[src/rtl/uart_tune_ctrl.sv]
// UART tuning-frame parser driving the NCO phase increment.
// Replies ACK/NAK through a single pending slot towards uart_tx.
module uart_tune_ctrl #(
  parameter logic [7:0]  SYNC_BYTE      = 8'hA5,
  parameter logic [7:0]  ACK_BYTE       = 8'h06,
  parameter logic [7:0]  NAK_BYTE       = 8'h15,
  parameter logic [63:0] RESET_INC      = 64'h0104376A9DD10437,
  parameter logic [63:0] STEP_INC       = 64'h00045641C6E59DF0,
  parameter int unsigned TIMEOUT_CYCLES = 1360000
) (
  input  logic        clk,
  input  logic        reset,
  input  logic        rx_dv,
  input  logic [7:0]  rx_byte,
  input  logic        tx_busy,
  output logic        tx_dv,
  output logic [7:0]  tx_byte,
  output logic [63:0] phase_inc,
  output logic        phase_inc_upd,
  output logic        frame_err
);

  typedef enum logic [1:0] {
    S_IDLE,
    S_CMD,
    S_PAYLOAD,
    S_CHECK
  } state_t;

  localparam logic [31:0] TMAX = 32'(TIMEOUT_CYCLES - 1);

  state_t      state, state_nx;
  logic [7:0]  cmd_q;
  logic [7:0]  chk_q;
  logic [63:0] shadow;
  logic [2:0]  cnt;
  logic [31:0] gap_cnt;
  logic        timeout;
  logic        q_ack, q_nak, err, apply;
  logic [63:0] new_inc;
  logic        pend;
  logic [7:0]  pend_byte;
  logic [31:0] wait_cnt;
  logic        can_send;
  logic [7:0]  q_byte;

  assign timeout = (state != S_IDLE) && (gap_cnt == TMAX);

  always_ff @(posedge clk) begin
    if (reset) state <= S_IDLE;
    else       state <= state_nx;
  end

  always_comb begin
    state_nx = state;
    if (timeout) begin
      state_nx = S_IDLE;
    end else if (rx_dv) begin
      unique case (state)
        S_IDLE:
          if (rx_byte == SYNC_BYTE) state_nx = S_CMD;
        S_CMD:
          if (rx_byte == 8'h01)
            state_nx = S_PAYLOAD;
          else if (rx_byte == 8'h02 || rx_byte == 8'h03)
            state_nx = S_CHECK;
          else
            state_nx = S_IDLE;
        S_PAYLOAD:
          if (cnt == 3'd7) state_nx = S_CHECK;
        S_CHECK:
          state_nx = S_IDLE;
        default:
          state_nx = S_IDLE;
      endcase
    end
  end

  always_comb begin
    q_ack = 1'b0;
    q_nak = 1'b0;
    err   = 1'b0;
    apply = 1'b0;
    if (timeout) begin
      err = 1'b1;
    end else if (rx_dv) begin
      unique case (1'b1)
        state == S_CMD:
          if (rx_byte == 8'h00 || rx_byte > 8'h03) begin
            q_nak = 1'b1;
            err   = 1'b1;
          end
        state == S_CHECK:
          if (rx_byte == chk_q) begin
            apply = 1'b1;
            q_ack = 1'b1;
          end else begin
            q_nak = 1'b1;
            err   = 1'b1;
          end
        default: ;
      endcase
    end
  end

  always_comb begin
    unique case (cmd_q)
      8'h01:   new_inc = shadow;
      8'h02:   new_inc = phase_inc + STEP_INC;
      default: new_inc = phase_inc - STEP_INC;
    endcase
  end

  always_ff @(posedge clk) begin
    if (reset) begin
      cmd_q   <= 8'h00;
      chk_q   <= 8'h00;
      shadow  <= 64'h0;
      cnt     <= 3'd0;
      gap_cnt <= 32'd0;
    end else begin
      if (state == S_IDLE || rx_dv) gap_cnt <= 32'd0;
      else                          gap_cnt <= gap_cnt + 32'd1;
      if (rx_dv && !timeout) begin
        if (state == S_CMD) begin
          cmd_q <= rx_byte;
          chk_q <= rx_byte;
          cnt   <= 3'd0;
        end else if (state == S_PAYLOAD) begin
          shadow <= {shadow[55:0], rx_byte};
          chk_q  <= chk_q ^ rx_byte;
          cnt    <= cnt + 3'd1;
        end
      end
    end
  end

  always_ff @(posedge clk) begin
    if (reset) begin
      phase_inc     <= RESET_INC;
      phase_inc_upd <= 1'b0;
      frame_err     <= 1'b0;
    end else begin
      phase_inc_upd <= apply;
      frame_err     <= err;
      if (apply) phase_inc <= new_inc;
    end
  end

  // Blocking on tx_dv keeps the strobe a single cycle wide.
  assign can_send = !tx_busy && !tx_dv;
  assign q_byte   = q_ack ? ACK_BYTE : NAK_BYTE;

  always_ff @(posedge clk) begin
    if (reset) begin
      pend      <= 1'b0;
      pend_byte <= 8'h00;
      wait_cnt  <= 32'd0;
      tx_dv     <= 1'b0;
      tx_byte   <= 8'h00;
    end else begin
      tx_dv <= 1'b0;
      if (q_ack || q_nak) begin
        if (can_send) begin
          tx_dv   <= 1'b1;
          tx_byte <= q_byte;
          pend    <= 1'b0;
        end else begin
          pend      <= 1'b1;
          pend_byte <= q_byte;
          wait_cnt  <= 32'd0;
        end
      end else if (pend) begin
        if (can_send) begin
          tx_dv   <= 1'b1;
          tx_byte <= pend_byte;
          pend    <= 1'b0;
        end else if (wait_cnt == TMAX) begin
          pend <= 1'b0;
        end else begin
          wait_cnt <= wait_cnt + 32'd1;
        end
      end
    end
  end

endmodule

[config.mk]
export PLATFORM = sky130hd
export DESIGN_NAME = uart_tune_ctrl
export DESIGN_NICKNAME = d
export VERILOG_FILES = /design/src/rtl/uart_tune_ctrl.sv
export SDC_FILE = /design/constraint.sdc
export NUM_CORES = 1
export LEC_CHECK = 0
export ABC_AREA = 1
export CAP_MARGIN = 10
export CORE_MARGIN = 10
export CORE_UTILIZATION = 55
export DETAILED_ROUTE_END_ITERATION = 10
export PLACE_DENSITY_LB_ADDON = 0.25
export SLEW_MARGIN = 0
export SYNTH_ARGS = -nofsm -noshare
export SYNTH_HDL_FRONTEND = slang
export SYNTH_SLANG_ARGS = --single-unit
[constraint.sdc]
create_clock -name clk -period 5.5 [get_ports clk]
set_input_delay 0.55 -clock clk [delete_from_list [all_inputs] [get_ports clk]]
set_output_delay 0.55 -clock clk [all_outputs]
set_load 0.005 [all_outputs]
# Word-level counts from Yosys, hierarchy flattened

Cells that the tools add are included.

Input bits: 12
Register bits: 233
Word-level logic and storage cells: 101

Multiplexer cells: 38
Eq/ne operators: 16
Bitwise logic cells: 3
Order comparisons: 1
Add/sub/neg operators: 5
Reduce and logical (&&, ||, !) cells: 24

Operator list:

| cell                   | count |
|---|---|
| $mux 32                | 5 |
| $pmux 64 s2            | 1 |
| $add 32x1->32 const B  | 2 |
| $add 64x51->64 const B | 1 |
| $eq 32x21->1 const B   | 2 |
| $sub 64x51->64 const B | 1 |
| $mux 8                 | 6 |
| $eq 8x2->1 const B     | 3 |
| $mux 1                 | 17 |
| $eq 8x1->1 const B     | 2 |
| $reduce_and 3->1       | 3 |
| $eq 8x8->1             | 1 |
| $eq 8x8->1 const B     | 1 |
| $gt 8x2->1 const B     | 1 |
| $logic_not 8->1        | 1 |
| $mux 2                 | 4 |
| $pmux 2 s4             | 1 |
| $reduce_and 2->1       | 4 |
| $xor 8x8->8            | 1 |
| $mux 3                 | 2 |
| $ne 2x2->1 const B     | 3 |
| $reduce_bool 2->1      | 3 |
| $mux 5                 | 1 |
| $eq 2x2->1 const B     | 2 |
| 10 further kinds       | 19 |

# Depth between registers and ports, before layout

Gate-level depths: netlist of run 1.

Depth in word-level cells: 9
Gate-level depth with buffers: 22
Depth with buffers taken out: 22

# Least setup slack after synthesis of run 1

No wires, ideal clock.

Kind: reg2reg
Start: register cmd_q[7]
End: register phase_inc[38]
Buffers on the path: 0
Clock period less this slack: 3.540 ns
Data arrival time: 3.421 ns
Required time: 5.381 ns
Cell stages (with the launch flop): 18
Slack: 1.960 ns
Cells stage by stage: dfxtp_1 > nor4_1 > nand2_1 > inv_1 > ha_1 > nand2_1 > nand2_1 > nand2_1 > nand3_1 > nand2_1 > nand2_1 > nand2_1 > nand2_1 > nand2_1 > nand2_1 > xor2_1 > o21ai_0 > nand2_1

Word-level cells in the longest chain between the ends: 2

Ends and longest elaborated chain:

| element                                         | RTL line | source |
|---|---|---|
| start, declared                                 | 33       | `logic [7:0] cmd_q;` |
| start signal, assigned                          | 126      | `cmd_q <= rx_byte;` |
| $eq 8x2->1 / $eq 8x1->1 (equally long branches) | 107      | `unique case (cmd_q)` |
| $pmux 64 s2 (*)                                 | 107      |  |
| end signal, assigned                            | 146      | `if (apply) phase_inc <= new_inc;` |
| end, declared                                   | 18       | `output logic [63:0] phase_inc,` |

Mark *: on every way between the ends. The rest lies on a longest branch, timed or not.
A chain may end at the register's enable or synchronous reset.

# Worst setup path in the final report of run 1

Ends and elaborated chain as after synthesis.

==> implementation parameters, run 1 <==
Parameter                              Value

Run status
  Status ... finished, final reports clean

Route
  Post-route ant nets ... 0
  DRC violation total after the first TritonRoute iteration ... approximately 1500
  Routed WL ... 48900 um
  Drt wl/cell ... roughly 17 um
  Number of iterations in the first detailed-routing pass ... 6
  Remaining DRCs ... 0
  Via density per instance ... 5.44
  Via total after detailed routing ... 16100

GRT
  Via count of the first global-routing pass ... around 15000
  Remaining Overflow, GRT ... 0
  First-pass GRT wire length ... 77200 um
  Largest net degree at the start of global routing ... 113
  Initial antenna violation count ... 0
  Total routing usage reported by global routing ... about 28%

Final layout
  Multi-input logic area ... between 0.008 and 0.009 sq mm
  Share of layout cells above drive strength 1 ... approximately 3%
  Nets@finish ... between 2000 and 3000
  Storage cell area ... 0.00446 sq mm
  Most common cell after layout, fill and taps aside ... sky130_fd_sc_hd__nand2_1
  Fill cell total of the finished layout ... 2701
  Commonest cells after routing, fill and taps aside ... 738 x sky130_fd_sc_hd__nand2_1, 426 x sky130_fd_sc_hd__inv_1, 294 x sky130_fd_sc_hd__a21oi_1
  Signed area change from the synthesized netlist to the final layout ... 11.9%
  Antenna cell count ... 0

Worst setup path
  Slowest stage cell, crit path ... sky130_fd_sc_hd__inv_1
  Worst r2r path cells ... 17
  Crit path required time ... between 5000 and 6000 ps
  Crit-path most repeated cell ... sky130_fd_sc_hd__nand2_1
  Data arrival time of the critical path ... between 4000 and 5000 ps
  First element of the critical path ... cmd_q[7]$_SDFFE_PP0P_
  Critical path launch point type ... flip-flop
  Setup slack of the worst register-to-register path ... ~1800 ps
  Endpoint of the worst-slack reg-to-reg timing path ... phase_inc[38]$_SDFFE_PP1P_
  Critical-path cell list ... nor4_1, nand2_1, inv_1, ha_1, nand2_1, nand2_1, nand2_1, nand3_1, nand2_1, nand2_1, nand2_1, nand2_1, nand2_1, nand2_1, xor2_1, o21ai_0, nand2_1
  Critical Path Max Stage Delay ... around 760 ps
  Critical-path maximum fanout ... 23
  Worst Path Buf+Inv ... 1
  Critical Path Sink Type ... flip-flop
  Kind of cell adding the most delay to the critical path ... simple AND/OR/NAND/NOR gates
  Reg-to-reg critical path startpoint ... cmd_q[7]$_SDFFE_PP0P_
  Category of the critical setup timing path ... reg2reg

Floorplanning
  Number of rows created at floorplan ... 60
  Starting density of the core ... a little under three fifths
  Core region area ... between 0.02 and 0.03 sq mm
  Overall die height ... 186 um
  I/O pins ... a little under 90
  Die X ... 186 um
  Die area ... 0.0347 sq mm

CTS
  Hold_buf cts ... 0
  Clock sinks ... about 220
  Worst-Skew Late Latency ... around 570 ps
  Clk buf depth ... 3
  Clock edge transition at the registers on the reported setup and hold paths ... around 70 ps
  Clock buffers created by TritonCTS ... 25
  H-tree levels ... 1
  CTS Root Cell ... sky130_fd_sc_hd__clkbuf_16
  Post-CTS setup buffers ... 0
  TritonCTS clock tree ... built
  Number of cells upsized or downsized after cts ... 0

STA
  Tcrit/Tclk final ... 67.4%
  Unrepaired setup endpoints after global routing ... no
  Final Slew Violations ... 0
  Clock skew after layout ... 26.5 ps
  Setup tns final ... 0 ps
  Transition time of the tightest slew-check pin ... a little over 1000 ps
  Final critical delay including setup and external delays ... 3710 ps
  Max Clock Freq ... 0.270 GHz
  Setup Viol. Count Final ... 0
  Slew HR ... between 30% and 40%
  Hold violation total from the final report ... 0

Logic synthesis
  Register bit total from synthesis ... between 200 and 250
  Mean instance size in the synthesized netlist ... about 6 sq um
  Part of the Yosys area used for sequential elements ... 29.4%
  Synthesis warning total ... 0
  Cells after synthesis ... around 2500
  Yosys cell types ... 44
  Area of the mapped netlist ... 0.0152 sq mm

Placed design
  Last weighted congestion value of the routability-driven placer ... 0.991
  Total half-perimeter wirelength after legalization and detailed placement ... around 36000 um
  Number of port buffers ... 82

Job
  Count of max-cap constraint violations ... 0

Power and ir drop
  Final Total Pwr ... 3440 uW
  Maximum VDD drop ... around 0.26 mV
  Cell area power density ... around 200 mW/mm^2
  P_leak ... 0.00781 uW

Worst hold path
  Worst Hold Launch ... gap_cnt[0]$_SDFF_PP0_
  Path class of the lowest-slack min-delay path ... reg2reg
  Hold-critical path depth ... 1
  Worst hold path endpoint ... gap_cnt[0]$_SDFF_PP0_
## cells by family after synthesis
family	synth area share, %
simple gates	32.4
buf+inv	13.5
compound gates	16.7
flops	29.4
fa+ha+maj	5.65
xor+xnor	2.42
other cells	0.0247
## metrics by stage
stage / setup WS, ps / cells / utilization, % / instance area, sq um / hold WS (ps)
2_1_floorplan: 1960 / 2525 / - / 15200 / 418
3_3_place_gp: 1870 / 2905 / 59.7 / 16200 / 427
3_5_place_dp: 1790 / 2905 / 59.7 / 16200 / 441
4_1_cts: 1870 / 2951 / 62.7 / 17000 / 452
5_1_grt: 1460 / 2951 / 62.7 / 17000 / 457
6_report: 1790 / 2951 / 62.7 / 17000 / 446
## sequential cells by signal, indices dropped and copies added, names as in the netlist, named ones only
register / cells
phase_inc: 64
wait_cnt: 32
tx_dv: 1
chk_q: 8
pend: 1
state: 1
cnt: 3
gap_cnt: 32
pend_byte: 3
tx_byte: 3
shadow: 64
phase_inc_upd: 1
frame_err: 1
cmd_q: 8
## where the power goes
| group | internal, uW | switching, uW |
|---|---|---|
| Clock | 998 | 733 |
| Combinational | 25.8 | 66.0 |
| Sequential | 1620 | 0.273 |
| Total | 2640 | 799 |
## cell type report
| cell class | instances | area share (%) |
|---|---|---|
| clock buffers | 38 | 4.20 |
| clock inverters | 8 | 0.684 |
| inverters | 433 | 9.56 |
| multi-input cells | 1784 | 51.3 |
| flip-flops and latches | 223 | 26.3 |
| well taps | 372 | 2.74 |
| repair buffers | 93 | 5.28 |
## layer usage
metal | track usage, % | vias to the layer above | wire (um)
li1 | - | 8087 | -
met1 | 36.3 | 7304 | 21400
met2 | 45.3 | 580 | 22100
met3 | 4.58 | 97 | 3940
met4 | 8.32 | 0 | 1460
met5 | 0 | - | 0
## worst max-delay path by stage
stage | slack [ps] | cells after the start | to
2_1_floorplan | 1960 | 17 | phase_inc[38]$_SDFFE_PP1P_
3_3_place_gp | 1870 | 10 | phase_inc[16]$_SDFFE_PP1P_
3_5_place_dp | 1790 | 11 | phase_inc[2]$_SDFFE_PP1P_
4_1_cts | 1870 | 16 | phase_inc[47]$_SDFFE_PP0P_
5_1_grt | 1460 | 17 | phase_inc[38]$_SDFFE_PP1P_
6_report | 1790 | 17 | phase_inc[38]$_SDFFE_PP1P_
## cell usage after synthesis, drive strengths merged
cell | instances | area share, %
a21o | 2 | 0.099
xnor2 | 12 | 0.69
a41oi | 1 | 0.058
nand3 | 153 | 5.1
xor2 | 30 | 1.7
nor4 | 14 | 0.70
ha | 67 | 5.5
clkinv | 2 | 0.049
nor3b | 5 | 0.25
nand3b | 2 | 0.099
and2 | 1 | 0.041
o22ai | 1 | 0.041
nand2 | 743 | 19
a211oi | 4 | 0.20
buf | 44 | 1.8
conb | 1 | 0.025
a21oi | 295 | 9.7
nor3 | 41 | 1.4
o211ai | 8 | 0.40
fa | 1 | 0.13
a31o | 1 | 0.058
nor2 | 184 | 4.7
o21ai | 158 | 5.2
nand4 | 31 | 1.3
a31oi | 8 | 0.33
o21bai | 9 | 0.44
o21a | 2 | 0.099
inv | 431 | 11
clkbuf | 41 | 1.0
dfxtp | 223 | 29
or2 | 7 | 0.29
No activity file was read; power rests on OpenSTA's default activity.
==> inputs of run 2 (changes only) <==
clock period = 3.8 ns   (was 5.5 ns; I/O delays follow)
==> run 2 against run 1 <==
Cell area rose by 0.79%. Die area did not move. Clock power rose by 49%. Via count rose by 0.69%. Critical endpoint is now phase_inc[56]$_SDFFE_PP1P_. Largest cell class unchanged. Largest power group unchanged. Highest routed layer unchanged.
==> implementation parameters, run 2 (same netlist as run 1, synthesis figures left out) <==
Parameter                              Value

GRT
  Largest net degree at the start of global routing ... 70 (-38%)
  First-pass GRT wire length ... 76500 um (-0.88%)
  Remaining Overflow, GRT ... 0 (unchanged)
  Initial antenna violation count ... 0 (unchanged)
  Via count of the first global-routing pass ... 14700 (-1.0%)
  Total routing usage reported by global routing ... 27.4% (-0.16 points)

STA
  Unrepaired setup endpoints after global routing ... no
  Tcrit/Tclk final ... 90.6% (+23 points)
  Setup Viol. Count Final ... 0 (unchanged)
  Hold_ws ... 267 ps (-179 ps)
  Transition time of the tightest slew-check pin ... 890 ps (-122 ps)
  Final Slew Violations ... 0 (unchanged)
  Final critical delay including setup and external delays ... 3440 ps (-267 ps)
  Hold violation total from the final report ... 0 (unchanged)
  Fin worst setup slack ... 357 ps (-1430 ps)
  Setup tns final ... 0 ps (unchanged)
  Max Clock Freq ... 0.290 GHz (+7.7%)
  Clock skew after layout ... 18.0 ps (-8.41 ps)
  Slew HR ... 40.6% (+8.2 points)

Placed design
  Total half-perimeter wirelength after legalization and detailed placement ... 36700 um (+1.0%)
  Number of port buffers ... 82 (unchanged)
  Post-Place Setup Slack ... 411 ps (-1380 ps)
  Last weighted congestion value of the routability-driven placer ... 1.00 (+1.2%)

Worst hold path
  Path class of the lowest-slack min-delay path ... in2reg

Worst setup path
  Data arrival time of the critical path ... 3910 ps (-250 ps)
  Critical Path Sink Type ... flip-flop
  Crit path required time ... 4260 ps (-1690 ps)
  Critical path launch point type ... flip-flop
  Critical-path maximum fanout ... 37 (+61%)
  Category of the critical setup timing path ... reg2reg

Route
  Via total after detailed routing ... 16200 (+0.69%)
  DRC violation total after the first TritonRoute iteration ... 1484 (+0.54%)
  Routed met2 length ... 21200 um (-4.1%)
  Post-route ant nets ... 0 (unchanged)
  Routed WL ... 48800 um (-0.12%)
  Post-Route M1 WL ... 22200 um (+3.8%)
  Remaining DRCs ... 0 (unchanged)
  Via density per instance ... 5.46 (+0.32%)
  Top metal layer carrying routed signals ... met4
  Number of iterations in the first detailed-routing pass ... 6 (unchanged)
  Routed met3 length ... 3940 um (about the same)
  Drt wl/cell ... 16.5 um (-0.49%)

CTS
  Clock sinks ... 223 (unchanged)
  Clock buffers created by TritonCTS ... 26 (+4.0%)
  Clock edge transition at the registers on the reported setup and hold paths ... 70 ps (about the same)
  Post-CTS setup buffers ... 0 (unchanged)
  H-tree levels ... 1 (unchanged)
  Number of cells upsized or downsized after cts ... 0 (unchanged)
  Clk buf depth ... 3 (unchanged)
  CTS Root Cell ... sky130_fd_sc_hd__clkbuf_16
  Worst-Skew Late Latency ... 570 ps (about the same)
  TritonCTS clock tree ... built
  Hold_buf cts ... 0 (unchanged)

Floorplanning
  Die area ... 0.0347 sq mm (unchanged)
  Overall die height ... 186 um (unchanged)
  Number of rows created at floorplan ... 60 (unchanged)
  Starting density of the core ... 56.1% (unchanged)
  Core region area ... 0.0271 sq mm (unchanged)
  I/O pins ... 87 (unchanged)
  Die X ... 186 um (unchanged)

Power and ir drop
  Cell area power density ... 295 mW/mm^2 (+46%)
  P_leak ... 0.00789 uW (+1.1%)
  Maximum VDD drop ... 0.322 mV (+25%)

Job
  Count of max-cap constraint violations ... 0 (unchanged)

Final layout
  Antenna cell count ... 0 (unchanged)
  Fill cell total of the finished layout ... 2635 (-2.4%)
  Commonest cells after routing, fill and taps aside ... 738 x sky130_fd_sc_hd__nand2_1, 426 x sky130_fd_sc_hd__inv_1, 294 x sky130_fd_sc_hd__a21oi_1
  Share of layout cells above drive strength 1 ... 3.55% (+0.49 points)
  Multi-input logic area ... 0.00872 sq mm (unchanged)
  Signed area change from the synthesized netlist to the final layout ... 12.8%
  Storage cell area ... 0.00446 sq mm (unchanged)
  Nets@finish ... 2650 (+0.38%)
  Regs by FF count ... phase_inc: 64 flops, shadow: 64 flops
  Most common cell after layout, fill and taps aside ... sky130_fd_sc_hd__nand2_1

Run status
  Status ... finished, final reports clean
## run 2: stage by stage
stage | cells | area [sq um] | utilization [%] | power [uW]
2_1_floorplan | 2525 | 15200 | - | 2470
3_3_place_gp | 2914 | 16300 | 60.0 | 2520
3_5_place_dp | 2914 | 16300 | 60.0 | 2520
4_1_cts | 2962 | 17100 | 63.2 | 5080
5_1_grt | 2962 | 17100 | 63.2 | 5190
6_report | 2962 | 17100 | 63.2 | 5050
## run 2: final timing paths
path                              start                          to  slack [ps]  cells past startpoint
setup / recovery  cmd_q[7]$_SDFFE_PP0P_  phase_inc[56]$_SDFFE_PP1P_         360                     18
hold / removal                    reset       cmd_q[5]$_SDFFE_PP0P_         270                      2
setup reg to reg  cmd_q[7]$_SDFFE_PP0P_  phase_inc[56]$_SDFFE_PP1P_         360                     18
hold reg to reg   cmd_q[2]$_SDFFE_PP0P_       cmd_q[2]$_SDFFE_PP0P_         450                      2
## run 2: power by group
| part | leakage [uW] | switching (uW) | internal, uW |
|---|---|---|---|
| clock | 0.000422 | 1110 | 1470 |
| sequential | 0.00180 | 0.415 | 2340 |
| combinational | 0.00567 | 96.7 | 39.5 |
| total | 0.00789 | 1210 | 3840 |
## run 2: area by class of cell
cell class	count	share of cell area [%]
well taps	372	2.72
clock buffers	35	4.11
multi-input cells	1784	50.9
repair buffers	102	5.78
clock inverters	13	0.978
inverters	433	9.49
flip-flops and latches	223	26.1
## run 2: metal layers
metal | global-route usage (%) | vias to the layer above
li1 | - | 8111
met1 | 38.3 | 7381
met2 | 42.7 | 600
met3 | 3.84 | 87
met4 | 8.71 | 0
met5 | 0 | -
## run 2: critical path, cell delays in order (launching register included)
cell and delay [ps]:
sky130_fd_sc_hd__dfxtp_1 320, sky130_fd_sc_hd__nor4_1 410, sky130_fd_sc_hd__nand2_1 180, sky130_fd_sc_hd__buf_4 320, sky130_fd_sc_hd__fa_1 520, sky130_fd_sc_hd__inv_1 130
sky130_fd_sc_hd__nand3_1 70, sky130_fd_sc_hd__nand3_1 150, sky130_fd_sc_hd__nand2_1 70, sky130_fd_sc_hd__nand2_1 160, sky130_fd_sc_hd__nand2_1 70, sky130_fd_sc_hd__nand2_1 160
sky130_fd_sc_hd__nand2_1 100, sky130_fd_sc_hd__nand2_1 200, sky130_fd_sc_hd__nand3_1 120, sky130_fd_sc_hd__nand3_1 120, sky130_fd_sc_hd__nand3_1 80, sky130_fd_sc_hd__nand2_1 90
sky130_fd_sc_hd__nand2_1 40
==> variant (settings of run 2) <==
Remove the register `frame_err`: a continuous assignment takes its place, so the output `frame_err` follows one clock earlier.
--- a/src/rtl/uart_tune_ctrl.sv
+++ b/src/rtl/uart_tune_ctrl.sv
@@ -139,13 +139,13 @@
     if (reset) begin
       phase_inc     <= RESET_INC;
       phase_inc_upd <= 1'b0;
-      frame_err     <= 1'b0;
     end else begin
       phase_inc_upd <= apply;
-      frame_err     <= err;
       if (apply) phase_inc <= new_inc;
     end
   end
+
+  assign frame_err = err;
 
   // Blocking on tx_dv keeps the strobe a single cycle wide.
   assign can_send = !tx_busy && !tx_dv;
Behaviour: not the same (Yosys sat finds a counterexample within 4 cycles, from zero or initial values and one cycle with reset high).
==> variant against run 2 <==
  * Power grew 2.7%
  * Critical endpoint is now phase_inc[42]
  * Count of clock-buffer cells in the layout shrank 3
  * Final area rose by 1.0%
  * Synthesized area is 0.86% higher
  * Largest power group unchanged
  * Routed wire length rose by 3.6%
  * Setup slack improved by 0.0098 ns
  * Via count is 1.3% higher
  * Sequential cell count is 1 lower
==> variant: results <==
[global_routing]
grt_max_degree = 82
grt_pass1_wl_um = 80900
grtUsageTotal_pct = 27.8

[worst_setup_path]
cp_slowest_cell = "ha_1"

[synthesis]
synth_area_leaders = "dfxtp_1, nand2_1, inv_1"
synth_mux_area_share_pct = 0.294
synth_compound_area_share_pct = 15.9

[placement]
gp_congestion = 1.02
dpl_worst_slack_ns = 0.461
hpwlAfterDp_um = 38000
placed_cell_area_um2 = 16400
dp.cells = 2924

[cells_and_area]
final_cell_area_um2 = 17300
clock_buffers = 32
buffer_area_share_pct = 5.74
num-nonclk-inverters = 407
drive_above_1_share_pct = 4.09
multi_input_gates = 1815
clock_area_share_pct = 5.38
seq_share_pct = 25.7

[route]
drt-wirelength-per-cell_um = 17.0
vias = 16400
drt_iter0_markers = 1317

[pwr]
max-vdd-ir-drop_v = 0.000322
internal_power_mw = 4.02

[sta]
finClkSkew_ns = 0.00753
min_period_over_period_pct = 90.3
finalHoldWorstSlack_ns = 0.302

[status]
outcome = "completed"
-- variant: worst min path at each step --
stage	from	to	cells after the start
floorplan	gap_cnt[0]	gap_cnt[0]	1
global placement	gap_cnt[0]	gap_cnt[0]	1
detailed placement	cmd_q[2]	cmd_q[2]	2
CTS	reset	phase_inc[63]	2
global route	reset	phase_inc[55]	2
finish	reset	phase_inc[59]	2
-- variant: per-layer routing --
layer / up-vias / track usage [%] / wire length [um]
li1: 8173 / - / -
met1: 7607 / 37.5 / 23000
met2: 545 / 45.8 / 23000
met3: 66 / 3.64 / 3380
met4: 0 / 7.01 / 1160
met5: - / 0 / 0
-- variant: power by group through the flow --
stage | sequential (mW) | clock (mW) | combinational [mW]
global route | 2.33 | 2.83 | 0.152
global placement | 2.38 | 0 | 0.133
CTS | 2.33 | 2.75 | 0.137
detailed placement | 2.38 | 0 | 0.136
finish | 2.33 | 2.72 | 0.138
floorplan | 2.38 | 0 | 0.0866
